### src/rtl/ascon_rc_sequencer.sv
// ============================================================================
// Module   : ascon_rc_sequencer
// Brief    : Sequential ASCON round-constant engine applying rc to the x2 lane
//            under a valid/ready handshake. Optional macro: ASCON_RC_ABORT_EN
// Revision : 1.0 - initial release
// ============================================================================
`default_nettype none

module ascon_rc_sequencer #(
    parameter int MAX_ROUNDS = 12,
    parameter int DATA_W     = 64,
    parameter int RC_W       = 8
) (
    input  logic              clk,
    input  logic              rst_n,
    input  logic              start,
    input  logic [3:0]        rounds,
    input  logic [DATA_W-1:0] x2_in,
    output logic [DATA_W-1:0] x2_out,
    output logic [RC_W-1:0]   rc,
    output logic [3:0]        round_idx,
    output logic              rc_valid,
    input  logic              rc_ready,
`ifdef ASCON_RC_ABORT_EN
    input  logic              abort,
`endif
    output logic              last,
    output logic              busy,
    output logic              done,
    output logic              err
);

    typedef enum logic [1:0] {
        S_IDLE = 2'd0,
        S_RUN  = 2'd1,
        S_DONE = 2'd2
    } state_t;

    localparam logic [3:0] c_max  = 4'(MAX_ROUNDS);
    localparam logic [3:0] c_last = 4'(MAX_ROUNDS - 1);

    state_t          r_state;
    state_t          w_state_next;
    logic [3:0]      r_round_idx;
    logic [3:0]      w_idx_next;
    logic [RC_W-1:0] r_rc;
    logic [RC_W-1:0] w_rc_next;
    logic            r_err;
    logic            w_err_next;
    logic            w_abort;
    logic            w_rounds_ok;

`ifdef ASCON_RC_ABORT_EN
    assign w_abort = abort;
`else
    assign w_abort = 1'b0;
`endif

    // rc = 0xF0 - i*0x0F (mod 256), which reduces to {~i, i} nibble pairs
    function automatic logic [7:0] rc_of(input logic [3:0] i);
        return {4'hF - i, i};
    endfunction

    assign w_rounds_ok = (rounds != 4'd0) && (rounds <= c_max);

    always_comb begin
        w_state_next = r_state;
        w_idx_next   = r_round_idx;
        w_err_next   = 1'b0;
        case (r_state)
            S_IDLE: begin
                if (start && !w_abort) begin
                    if (w_rounds_ok) begin
                        w_state_next = S_RUN;
                        w_idx_next   = c_max - rounds;
                    end else begin
                        w_err_next = 1'b1;
                    end
                end
            end
            S_RUN: begin
                if (w_abort) begin
                    w_state_next = S_IDLE;
                end else if (rc_ready) begin
                    if (r_round_idx == c_last) begin
                        w_state_next = S_DONE;
                    end else begin
                        w_idx_next = r_round_idx + 4'd1;
                    end
                end
            end
            S_DONE: begin
                w_state_next = S_IDLE;
            end
            default: begin
                w_state_next = S_IDLE;
            end
        endcase
        w_rc_next = RC_W'(rc_of(w_idx_next));
    end

    always_ff @(posedge clk or negedge rst_n) begin
        if (!rst_n) begin
            r_state     <= S_IDLE;
            r_round_idx <= 4'd0;
            r_rc        <= '0;
            r_err       <= 1'b0;
        end else begin
            r_state     <= w_state_next;
            r_round_idx <= w_idx_next;
            r_rc        <= w_rc_next;
            r_err       <= w_err_next;
        end
    end

    assign rc_valid  = (r_state == S_RUN);
    assign busy      = (r_state == S_RUN);
    assign done      = (r_state == S_DONE);
    assign err       = r_err;
    assign rc        = r_rc;
    assign round_idx = r_round_idx;
    assign last      = rc_valid && (r_round_idx == c_last);
    assign x2_out    = rc_valid ? (x2_in ^ DATA_W'(r_rc)) : x2_in;

endmodule

`default_nettype wire

### config.mk
export PLATFORM = sky130hd
export DESIGN_NAME = ascon_rc_sequencer
export DESIGN_NICKNAME = d
export VERILOG_FILES = /design/src/rtl/ascon_rc_sequencer.sv
export SDC_FILE = /design/constraint.sdc
export NUM_CORES = 1
export LEC_CHECK = 0
export CAP_MARGIN = 25
export CORE_ASPECT_RATIO = 0.5
export CORE_UTILIZATION = 24
export DETAILED_ROUTE_END_ITERATION = 10
export MAX_ROUTING_LAYER = met4
export PLACE_DENSITY = 0.78
export SYNTH_ARGS = -nofsm -noshare
export SYNTH_HDL_FRONTEND = slang
export SYNTH_SLANG_ARGS = --single-unit
### constraint.sdc
create_clock -name clk -period 1.58 [get_ports clk]
set_input_delay 0.316 -clock clk [delete_from_list [all_inputs] [get_ports clk]]
set_output_delay 0.316 -clock clk [all_outputs]
set_load 0.01 [all_outputs]
==> results of run 1 <==
## where the power goes
| group | internal, µW | switching [µW] | total (µW) |
|---|---|---|---|
| registers | 405 | 84.4 | 489 |
| clock network | 177 | 109 | 287 |
| logic | 1260 | 1080 | 2340 |
| total | 1840 | 1270 | 3110 |
## through the flow
stage | setup TNS [ps] | setup WS, ps | hold WS (ps) | utilization | std cells
after floorplan | -16.05 | -14.70 | 20.41 | - | 151
after global routing | -1154 | -141.7 | 468.7 | 0.3308 | 230
after detailed placement | -5813 | -523.9 | 632.1 | 0.2889 | 216
final | -450.3 | -68.30 | 425.1 | 0.3308 | 230
after global placement | -5209 | -440.8 | 630.1 | 0.2889 | 216
after CTS | -870.5 | -138.0 | 444.2 | 0.3066 | 227
## how the worst max path moves through the flow
stage                                      start         endpoint  slack [ps]  depth (start not counted)
after CTS                                   flop             last        -140                          4
after detailed placement               rounds[1]  rc[4]$_DFF_PN0_        -520                          7
after global placement                 rounds[1]  rc[4]$_DFF_PN0_        -440                          7
after global routing      r_state[0]$_DFFE_PN0P_        x2_out[2]        -140                          7
after floorplan                        rounds[1]  rc[4]$_DFF_PN0_         -10                          7
final                     r_state[1]$_DFFE_PN0P_        x2_out[2]         -70                          6
## metal layers
metal  track usage  up-vias
li1              -      469
met1       0.09699      493
met2        0.2211       70
met3       0.05788       23
met4       0.06667        0
met5             -        -
## final cells by class
cell class | instances | area share
well taps | 70 | 0.05344
inverters | 4 | 0.01221
repair buffers | 70 | 0.3634
flip-flops and latches | 11 | 0.1679
clock buffers | 4 | 0.02748
multi-input cells | 71 | 0.3756
## Yosys cell counts (all sizes together) (2+ instances only)
| cell type | count | area [µm²] |
|---|---|---|
| buf | 62 | 469.2 |
| nand2 | 14 | 52.55 |
| dfrtp | 11 | 275.3 |
| xnor2 | 10 | 87.58 |
| nor2 | 5 | 18.77 |
| o21ai | 5 | 25.02 |
| a21oi | 4 | 20.02 |
| inv | 4 | 15.01 |
| a31oi | 3 | 18.77 |
| clkbuf | 3 | 11.26 |
| nand2b | 3 | 18.77 |
| nand3b | 3 | 22.52 |
| and4 | 2 | 17.52 |
| ha | 2 | 25.02 |
| o221a | 2 | 22.52 |
| o221ai | 2 | 17.52 |
| o22ai | 2 | 12.51 |
## worst register-to-register path: cells and delay by family, from the launching register on
family / cells / cell delay (ps)
DFF: 1 / 350
and+or+nand+nor: 2 / 340
AOI/OAI and AO/OA: 2 / 370
adders and majority gates: 1 / 180
buffers and inverters: 1 / 200
## cells by family after synthesis
| logic type | share of synthesized area |
|---|---|
| compound gates | 0.1355 |
| fa+ha+maj | 0.02008 |
| simple gates | 0.1476 |
| flops | 0.2209 |
| xor+xnor | 0.07028 |
| mux | 0.008032 |
| buf+inv | 0.3976 |
## repair_timing
action                     CTS  global route
setup buffers                7             3
pin swaps                    7            13
resized for setup           64            30
setup endpoints to repair   29            19
==> flow_metrics.tcl, run 1 <==
set metrics [dict create \
    multi_input_area_um2 615.6 \
    detail-route-antenna-nets 0 \
    ys_ff_latch 11 \
    routabilityCongestion 0.8315 \
    coreArea_um2 4955 \
    post_drt_wl_per_cell_um 14.76 \
    slowest_delay_ps 420 \
    nets 235 \
    drt_iter0_drc 29 \
    worstPathRequired_ps 1260 \
    rsz0062_at_grt "yes" \
    r2r_cells 6 \
    hold_viol_final 0 \
    synth_cells 151 \
    io_pins 153 \
    grt_pass1_vias 1031 \
    yosysWarnings 0 \
    cp-end-kind "output port" \
    htreeDepth 1 \
    leakage_uw 0.0007286 \
    worst_pin_slew_ps 527.9 \
    dieHeight_um 52.96 \
    min_period_ps 1648 \
    worstPathArrival_ps 1330 \
    grt_max_degree 12 \
    place_area_um2 1431 \
    max_freq_mhz 606.7 \
    avgSynthCellArea_um2 8.253 \
    maxCapViolCount 0 \
    diodes 0 \
    drtPass1Iterations 4 \
    total_power_uw 3113 \
    clkTransAtPathRegs_ps 50 \
    top_layer_used "met4" \
    maxSlewHeadroom 0.6469 \
    clock_latency_ps 240 \
    grtUsageTotal 0.1162 \
    syn_area_um2 1246 \
    clkSinkCount 11 \
    grt_overflow_total 0 \
    cts_buffers 3 \
    drcViolationCount 0 \
    yosysSeqAreaShare 0.2209 \
    met2WireLength_um 1756 \
    synth_flop_cell "dfrtp_1" \
    finalWorstSetupSlack_ps -68.30 \
    holdBufCountCts 0 \
    io_buffers 40 \
    root_buffer "clkbuf_8" \
    vdd_ir_drop_max_uv 450.6 \
    final_area_um2 1639 \
    finalClockSkew_ps 1.159 \
    async_flop_share 1.000 \
    grt_pass1_wl_um 4816 \
    die_w_um 103.9 \
    vias 1055 \
    fill_cells 499 \
    wl_met3_um 373 \
    antenna_found_initial 0 \
    failed_checks "negative setup slack" \
    layout_commonest_cell "buf_4" \
    clockBufferDepth 2 \
    start_util 0.2515 \
    crit_fanout 5 \
    worstPathCellList "nor2_4 -> buf_6 -> buf_12 -> nand2_2 -> xnor2_2 -> buf_2" \
    start_kind "flop" \
    min_path_type "input port to asynchronous set/reset pin" \
    slew_viol_final 0 \
    drive_gt1_frac 0.4563 \
    critical_path_buf_inv_count 3 \
    via_per_inst 4.587 \
    regToRegSetupSlack_ps 60 \
    cts_tree "yes" \
    crit_family "flip-flops" \
    hpwl_um 2474 \
    mostFrequentLayoutCells "buf_4, clkdlybuf4s50_1, dfrtp_1, buf_2, dlygate4sd2_1" \
    ys_types 32 \
    outcome "complete, but fails checks" \
    syn_nets 225 \
    power_density_nw_per_um2 1899 \
    final-setup-viol-count 9 \
    rows 18 \
    die-area_um2 5502 \
    fin_crit_sh 1.043 \
    syn2layout_area_growth_pct 31.53 \
    cp_slowest_cell "dfrtp_1" \
    path_class "flop to output port" \
    synth-edff-count 0 \
    ff_latch_area_um2 275.3 \
    routed_wl_um 3395 \
    wl_met1_um 1126 \
]
No activity file was read; power rests on OpenSTA's default activity.
==> run 2: changes to the inputs <==
--- a/config.mk
+++ b/config.mk
@@ -5,9 +5,11 @@
 export SDC_FILE = /design/constraint.sdc
 export NUM_CORES = 1
 export LEC_CHECK = 0
+export ABC_AREA = 0
 export CAP_MARGIN = 25
 export CORE_ASPECT_RATIO = 0.5
 export CORE_UTILIZATION = 24
+export CTS_CLUSTER_SIZE = 25
 export DETAILED_ROUTE_END_ITERATION = 10
 export MAX_ROUTING_LAYER = met4
 export PLACE_DENSITY = 0.78
==> constraint.sdc (replaced) <==
create_clock -name clk -period 1.58 [get_ports clk]
set_input_delay 0.237 -clock clk [delete_from_list [all_inputs] [get_ports clk]]
set_output_delay 0.237 -clock clk [all_outputs]
set_load 0.01 [all_outputs]
==> run 2 against run 1 <==
  * Via count decreased by 7.0%
  * Maximum frequency increased by 7.8%
  * Register-to-register slack better by 30 ps
  * Final cell count fell by 4.3%
  * Utilization decreased by 3.4 points
  * The run now ends clean
  * Sequential power is 4% lower
  * Worst setup slack gained 120 ps
  * Die area unchanged
==> flow_metrics.tcl, run 2 (synthesized netlist as in run 1, its figures left out) <==
set metrics [dict create \
    min_path_type "input port to asynchronous set/reset pin" \
    start_kind "flop" \
    die_w_um 103.9 \
    layout_commonest_cell "clkdlybuf4s50_1" \
    leakage_uw 0.0006202 \
    stdcell_count 220 \
    fin_crit_sh 0.9675 \
    antenna_found_initial 0 \
    grt_pass1_wl_um 4767 \
    critical_path_buf_inv_count 2 \
    drcViolationCount 0 \
    final-setup-viol-count 0 \
    syn2layout_area_growth_pct 17.97 \
    cp-end-kind "output port" \
    hpwl_um 2492 \
    crit_fanout 9 \
    setup_tns_ps 0 \
    finalClockSkew_ps 3.199 \
    regToRegSetupSlack_ps 90 \
    root_buffer "clkbuf_8" \
    holdWs_ps 345.3 \
    grt_pass1_vias 961 \
    htreeDepth 1 \
    die-area_um2 5502 \
    max_freq_mhz 654.2 \
    maxSlewHeadroom 0.6541 \
    drt_iter0_drc 34 \
    power_density_nw_per_um2 1803 \
    via_per_inst 4.459 \
    slew_viol_final 0 \
    worstPathRequired_ps 1340 \
    drtPass1Iterations 4 \
    worstPathCellList "buf_4 -> clkdlybuf4s50_1" \
    outcome "finished, final reports clean" \
    maxCapViolCount 0 \
    coreArea_um2 4955 \
    ff_latch_area_um2 275.3 \
    drive_gt1_frac 0.3000 \
    vias 981 \
    grt_max_degree 12 \
    io_pins 153 \
    start_util 0.2515 \
    worstPathArrival_ps 1290 \
    hold_viol_final 0 \
    slowest_delay_ps 550 \
    clock_latency_ps 240 \
    min_period_ps 1529 \
    cts_tree "yes" \
    path_class "flop to output port" \
    clkTransAtPathRegs_ps 50 \
    vdd_ir_drop_max_uv 516.4 \
    grt_overflow_total 0 \
    fill_cells 520 \
    crit_family "buffers and inverters" \
    worst_pin_slew_ps 517.3 \
    cts_buffers 3 \
    r2r_cells 6 \
    mostFrequentLayoutCells "clkdlybuf4s50_1, buf_4, nand2_1, dfrtp_1, xnor2_1" \
    rows 18 \
    clockBufferDepth 2 \
    dieHeight_um 52.96 \
    io_buffers 40 \
    detail-route-antenna-nets 0 \
    diodes 0 \
    routabilityCongestion 0.8443 \
    nets 225 \
    routed_wl_um 3157 \
    multi_input_area_um2 536.8 \
    clkSinkCount 11 \
    holdBufCountCts 0 \
    post_drt_wl_per_cell_um 14.35 \
    placed_cells 213 \
    cp_slowest_cell "clkdlybuf4s50_1" \
    grtUsageTotal 0.1144 \
]
run 2: how the worst max path moves through the flow:
stage	startpoint	endpoint	slack (ps)	depth (start not counted)
after floorplan	rounds[1]	rc[4]$_DFF_PN0_	-4	7
after global placement	rounds[0]	rc[4]$_DFF_PN0_	-370	7
after detailed placement	rounds[0]	rc[4]$_DFF_PN0_	-480	7
after CTS	r_state[1]$_DFFE_PN0P_	x2_out[4]	0.7	5
after global routing	flop	last	-10	4
final	flop	round_idx[3]	50	2
run 2: through the flow:
step / setup WS, ps / util / total power, µW / area [µm²]
final: 51.31 / 0.2967 / 2650 / 1470
after global placement: -369.5 / 0.2813 / 2399 / 1394
after global routing: -13.65 / 0.2967 / 2860 / 1470
after CTS: 0.6629 / 0.2944 / 2652 / 1459
after floorplan: -3.632 / - / 1614 / 1259
after detailed placement: -480.9 / 0.2813 / 2440 / 1394
run 2: final cells by class:
cell class                      instances  share of cell area
Timing Repair Buffer                   60              0.3472
Sequential cell                        11              0.1872
Clock buffer                            4             0.03064
Inverter                                4             0.01021
Tap cell                               70             0.05957
Multi-Input combinational cell         71              0.3651
run 2: what timing repair did:
action	4_1_cts	5_1_grt
endpoints found under the setup margin	21	11
cloned	0	0
pin swaps	3	6
setup buffers	1	2
gates resized for setup	44	12
run 2: routing by layer:
layer / vias up / GRT usage / wire, µm
li1: 446 / - / -
met1: 458 / 0.1026 / 1074
met2: 61 / 0.2078 / 1623
met3: 16 / 0.04680 / 335
met4: 0 / 0.08333 / 123
met5: - / - / 0
run 2: power breakdown:
part	internal [µW]	switching, µW
clock	177	102
combinational	991	910
sequential	405	65.0
total	1570	1080
==> variant 1: new RTL, config.mk and constraints of run 2 <==
`r_rc` no longer has a reset.
--- a/src/rtl/ascon_rc_sequencer.sv
+++ b/src/rtl/ascon_rc_sequencer.sv
@@ -104,12 +104,14 @@
             r_state     <= S_IDLE;
             r_round_idx <= 4'd0;
-            r_rc        <= '0;
             r_err       <= 1'b0;
         end else begin
             r_state     <= w_state_next;
             r_round_idx <= w_idx_next;
-            r_rc        <= w_rc_next;
             r_err       <= w_err_next;
         end
+    end
+
+    always_ff @(posedge clk) begin
+        r_rc <= w_rc_next;
     end
 
Behaviour: not the same (Yosys sat finds a counterexample within 4 cycles, from zero or initial values and one cycle with rst_n low).
==> variant 1 against run 2 <==
  * The run now ends with negative setup slack left
  * Worst hold slack got worse by 88 ps
  * Sequential share of layout area rose by 2.0 points
  * Register-to-register slack barely moved
  * Final area rose by 9.9%
  * Total power rose by 14%
  * Maximum frequency fell by 4.6%
  * Area after synthesis rose by 3.1%
  * Critical path depth rose by 4
  * Setup slack got worse by 74 ps
  * Wire length rose by 12%
  * Sequential cell count rose by 4
  * Largest cell class unchanged
==> variant 1: results (changes against run 2) <==
Yosys
  • Syn nets: 232 (was 225)
  • Synth top cells by count: 57 x buf_4, 17 x nand2_1, 9 x xnor2_1 (was 61 x buf_4, 14 x nand2_1, 11 x dfrtp_1)
  • Top_reg_cell synth: dfxtp_1 (was dfrtp_1)
  • Post-synthesis sequential area ratio: 26.10% (was 22.09%)
  • Mux contribution to synthesized area: 0% (was 0.8032%)
  • Post-Synth XOR/XNOR Area: 6.134% (was 7.028%)
  • Synth Area in Compound Gates: 12.76% (was 13.55%)
  • Adder-cell area share of the yosys netlist: 1.947% (was 2.008%)
  • Mapped Cells: 158 (was 151)

STA
  • Setup TNS: -110.9 ps (was 0 ps)
  • Setup Viol. Count Final: 6 (was 0)
  • Final WS setup: -23.11 ps (was 51.31 ps)

Clocking
  • Clk sinks: 15 (was 11)

Global route
  • First-pass GRT wire length: 4.892 mm (was 4.767 mm)
  • Met1 Use GR: 10.16% (was 10.26%)
  • GRT Overall Usage: 11.49% (was 11.44%)
  • Vias in the first global route: 953 (was 961)
  • GRT met2 Usage: 21.93% (was 20.78%)

Place
  • Dpl ws: -526.5 ps (was -480.9 ps)
  • Gpl congestion: 0.8588 (was 0.8443)
  • Final HPWL DP: 2.663 mm (was 2.492 mm)

Power and ir drop
  • Worst vdd ir: 554.4 uV (was 516.4 uV)

Routing
  • Met2 routed WL: 1.865 mm (was 1.623 mm)
  • DRT met1 WL: 1.146 mm (was 1.074 mm)

Finish
  • Non-Filler Instances: 236 (was 220)

Setup path
  • Slowest CP cell: dfrtp_1 (was clkdlybuf4s50_1)
  • Worst path max stage delay: 390 ps (was 550 ps)
  • Critical path fanouts, max: 4 (was 9)
  • Kind of cell adding the most delay to the critical path: flip-flops (was buffers and inverters)
  • Critical Path AT: 1370 ps (was 1290 ps)

Run status
  • Status: complete, but fails checks (was complete, no violations)
  • Failing checks: negative setup slack
variant 1: path summary, 6_finish.rpt:
check                      depth (start not counted)                     end
min reg2reg                                        2           rc[6]$_DFF_P_
max in group asynchronous                          1  round_idx[0]$_DFF_PN0_
min in group clk                                   0              x2_out[15]
min                                                1           err$_DFF_PN0_
max reg2reg                                        5  round_idx[2]$_DFF_PN0_
max                                                6               x2_out[6]
variant 1: area by class of cell:
class / count / area, um^2
fillers: 505 / 3430
multi-input cells: 79 / 568.0
repair buffers: 64 / 563.0
flip-flops and latches: 15 / 335.3
well taps: 70 / 87.58
clock buffers: 3 / 41.29
inverters: 4 / 15.01
clock inverters: 1 / 5.005
variant 1: what timing repair did:
action,CTS,global route
resized for setup,50,21
buffers inserted,4,2
hold buffers,0,0
setup endpoints to repair,24,16
pin swaps,3,8
variant 1: power by group:
group	leakage, nW	total [W]	internal [W]	switching, W
logic	0.511	0.00205	0.00110	0.000948
clock network	0.0255	0.000306	0.000174	0.000131
registers	0.152	0.000660	0.000560	0.000101
==> variant 2: new RTL, config.mk and constraints of run 2 <==
Without the edit above. Set the parameter `RC_W` to 6 (it was 8).
--- a/src/rtl/ascon_rc_sequencer.sv
+++ b/src/rtl/ascon_rc_sequencer.sv
@@ -10,5 +10,5 @@
     parameter int MAX_ROUNDS = 12,
     parameter int DATA_W     = 64,
-    parameter int RC_W       = 8
+    parameter int RC_W       = 6
 ) (
     input  logic              clk,
Ports: changed (resized rc); port bits go from 153 to 151. The function was not compared with the original's and may differ.
==> variant 2 against run 2 <==
  * Combinational power fell by 15%
  * Worst hold slack lost 38 ps
  * Clock power shrank 4%
  * Total power decreased by 15%
  * Sequential cell count fell by 2
  * Area after synthesis shrank 5.1%
  * Wire length down 7.5%
  * Die area is 5.0% lower
  * Sequential power down 20%
  * Global-route usage fell by 0.31 points
  * Final area is 8.2% lower
  * Setup slack got worse by 5.2 ps
  * Critical path type unchanged
  * Largest cell class is now buffers
  * Largest power group unchanged
  * Highest routed layer unchanged
==> variant 2: results (changes against run 2) <==
Run status
  • Status: complete, no violations (unchanged)

Place
  • Port Buffers: 34 (was 40)
  • Gpl congestion: 0.8142 (was 0.8443)
  • Placed cell areas: 1301 um^2 (was 1394 um^2)
  • Final HPWL DP: 2.528 mm (was 2.492 mm)
  • Dpl ws: -406.2 ps (was -480.9 ps)

Global route
  • Vias in the first global route: 886 (was 961)
  • First-pass GRT wire length: 4.367 mm (was 4.767 mm)
  • Largest net degree at the start of global routing: 10 (was 12)
  • Routing usage on met3: 6.183% (was 4.680%)
  • GRT Overall Usage: 11.13% (was 11.44%)

Yosys
  • Post-synthesis sequential area ratio: 19.05% (was 22.09%)
  • Adder-cell area share of the yosys netlist: 2.116% (was 2.008%)
  • Syn nets: 220 (was 225)
  • Post-Synth XOR/XNOR Area: 5.926% (was 7.028%)
  • Synth Area in Compound Gates: 13.02% (was 13.55%)
  • Synth area leaders: buf_4 40%, dfrtp_1 19%, xnor2_1 5.9%, nand2_1 3.8%, nor2_1 2.2% (was buf_4 37%, dfrtp_1 22%, xnor2_1 7.0%, nand2_1 4.2%, ha_1 2.0%)
  • Synth top cells by count: 63 x buf_4, 12 x nand2_1, 9 x dfrtp_1 (was 61 x buf_4, 14 x nand2_1, 11 x dfrtp_1)

Routing
  • DRT met1 WL: 935 um (was 1.074 mm)
  • Final wirelength: 2.919 mm (was 3.157 mm)
  • DRT iter0 DRCs: 29 (was 34)
  • Vias per cell: 4.263 (was 4.459)
  • Met2 routed WL: 1.515 mm (was 1.623 mm)
  • Met3 WL: 420 um (was 335 um)

Power and ir drop
  • Internal Power: 0.001371 W (was 0.001573 W)
  • Reg power frac: 16.8% (was 17.7%)
  • Worst vdd ir: 401.9 uV (was 516.4 uV)
  • Clock net power: 0.000267 W (was 0.000279 W)
  • P_leak: 0.6323 nW (was 0.6202 nW)

Setup path
  • Critical path fanouts, max: 2 (was 9)

STA
  • Slew HR: 71.82% (was 65.41%)

Finish
  • Layout cells sized above 1: 30.77% (was 30.00%)

Clocking
  • Post-CTS Resized: 26 (was 44)
==> variant 2: cell types whose count changed in the layout (fill, tap and decap cells not counted), moves of 3 or more <==
cell / run 2 / this run
buf_2: 8 / 4
buf_4: 19 / 25
clkdlybuf4s50_1: 24 / 17
dlymetal6s2s_1: 2 / 5
nor2_1: 4 / 7
==> variant 2: stage by stage <==
| stage | instances | util, % | total power (W) |
|---|---|---|---|
| after floorplan | 146 | - | 0.001373 |
| after global placement | 204 | 28.59 | 0.002065 |
| after detailed placement | 204 | 28.59 | 0.002102 |
| after CTS | 209 | 29.77 | 0.002311 |
| after global routing | 209 | 29.66 | 0.002440 |
| final | 209 | 29.66 | 0.002257 |
==> variant 2: worst paths after layout <==
kind,end,slack (ps)
max,last,50
min,rc[4]$_DFF_PN0_,310
max reg2reg,rc[4]$_DFF_PN0_,50
min reg2reg,flip-flop,700
max in group asynchronous,async pin,980
min in group clk,err$_DFF_PN0_,470
==> variant 2: worst max-delay path: stages (launching register included) <==
cell      delay (ps)
dfrtp_1          350
ha_2             200
nand3b_1         120
nor3b_2          230
buf_2            160
==> variant 2: cell families (layout without fill, tap and decap cells) <==
kind of cell / Yosys count / in the layout
buffers and inverters: 70 / 67
xor gates and xnor gates: 8 / 8
muxes: 2 / 2
adders and majority gates: 2 / 2
DFF: 9 / 9
and+or+nand+nor: 35 / 35
AOI/OAI and AO/OA: 20 / 20
==> variant 2: layout make-up <==
type	count	area, um^2
Inverter	4	15.01
Fill cell	483	3202
Multi-Input combinational cell	67	479.2
Sequential cell	9	225.2
Clock buffer	4	45.04
Tap cell	66	82.58
Timing Repair Buffer	59	503.0
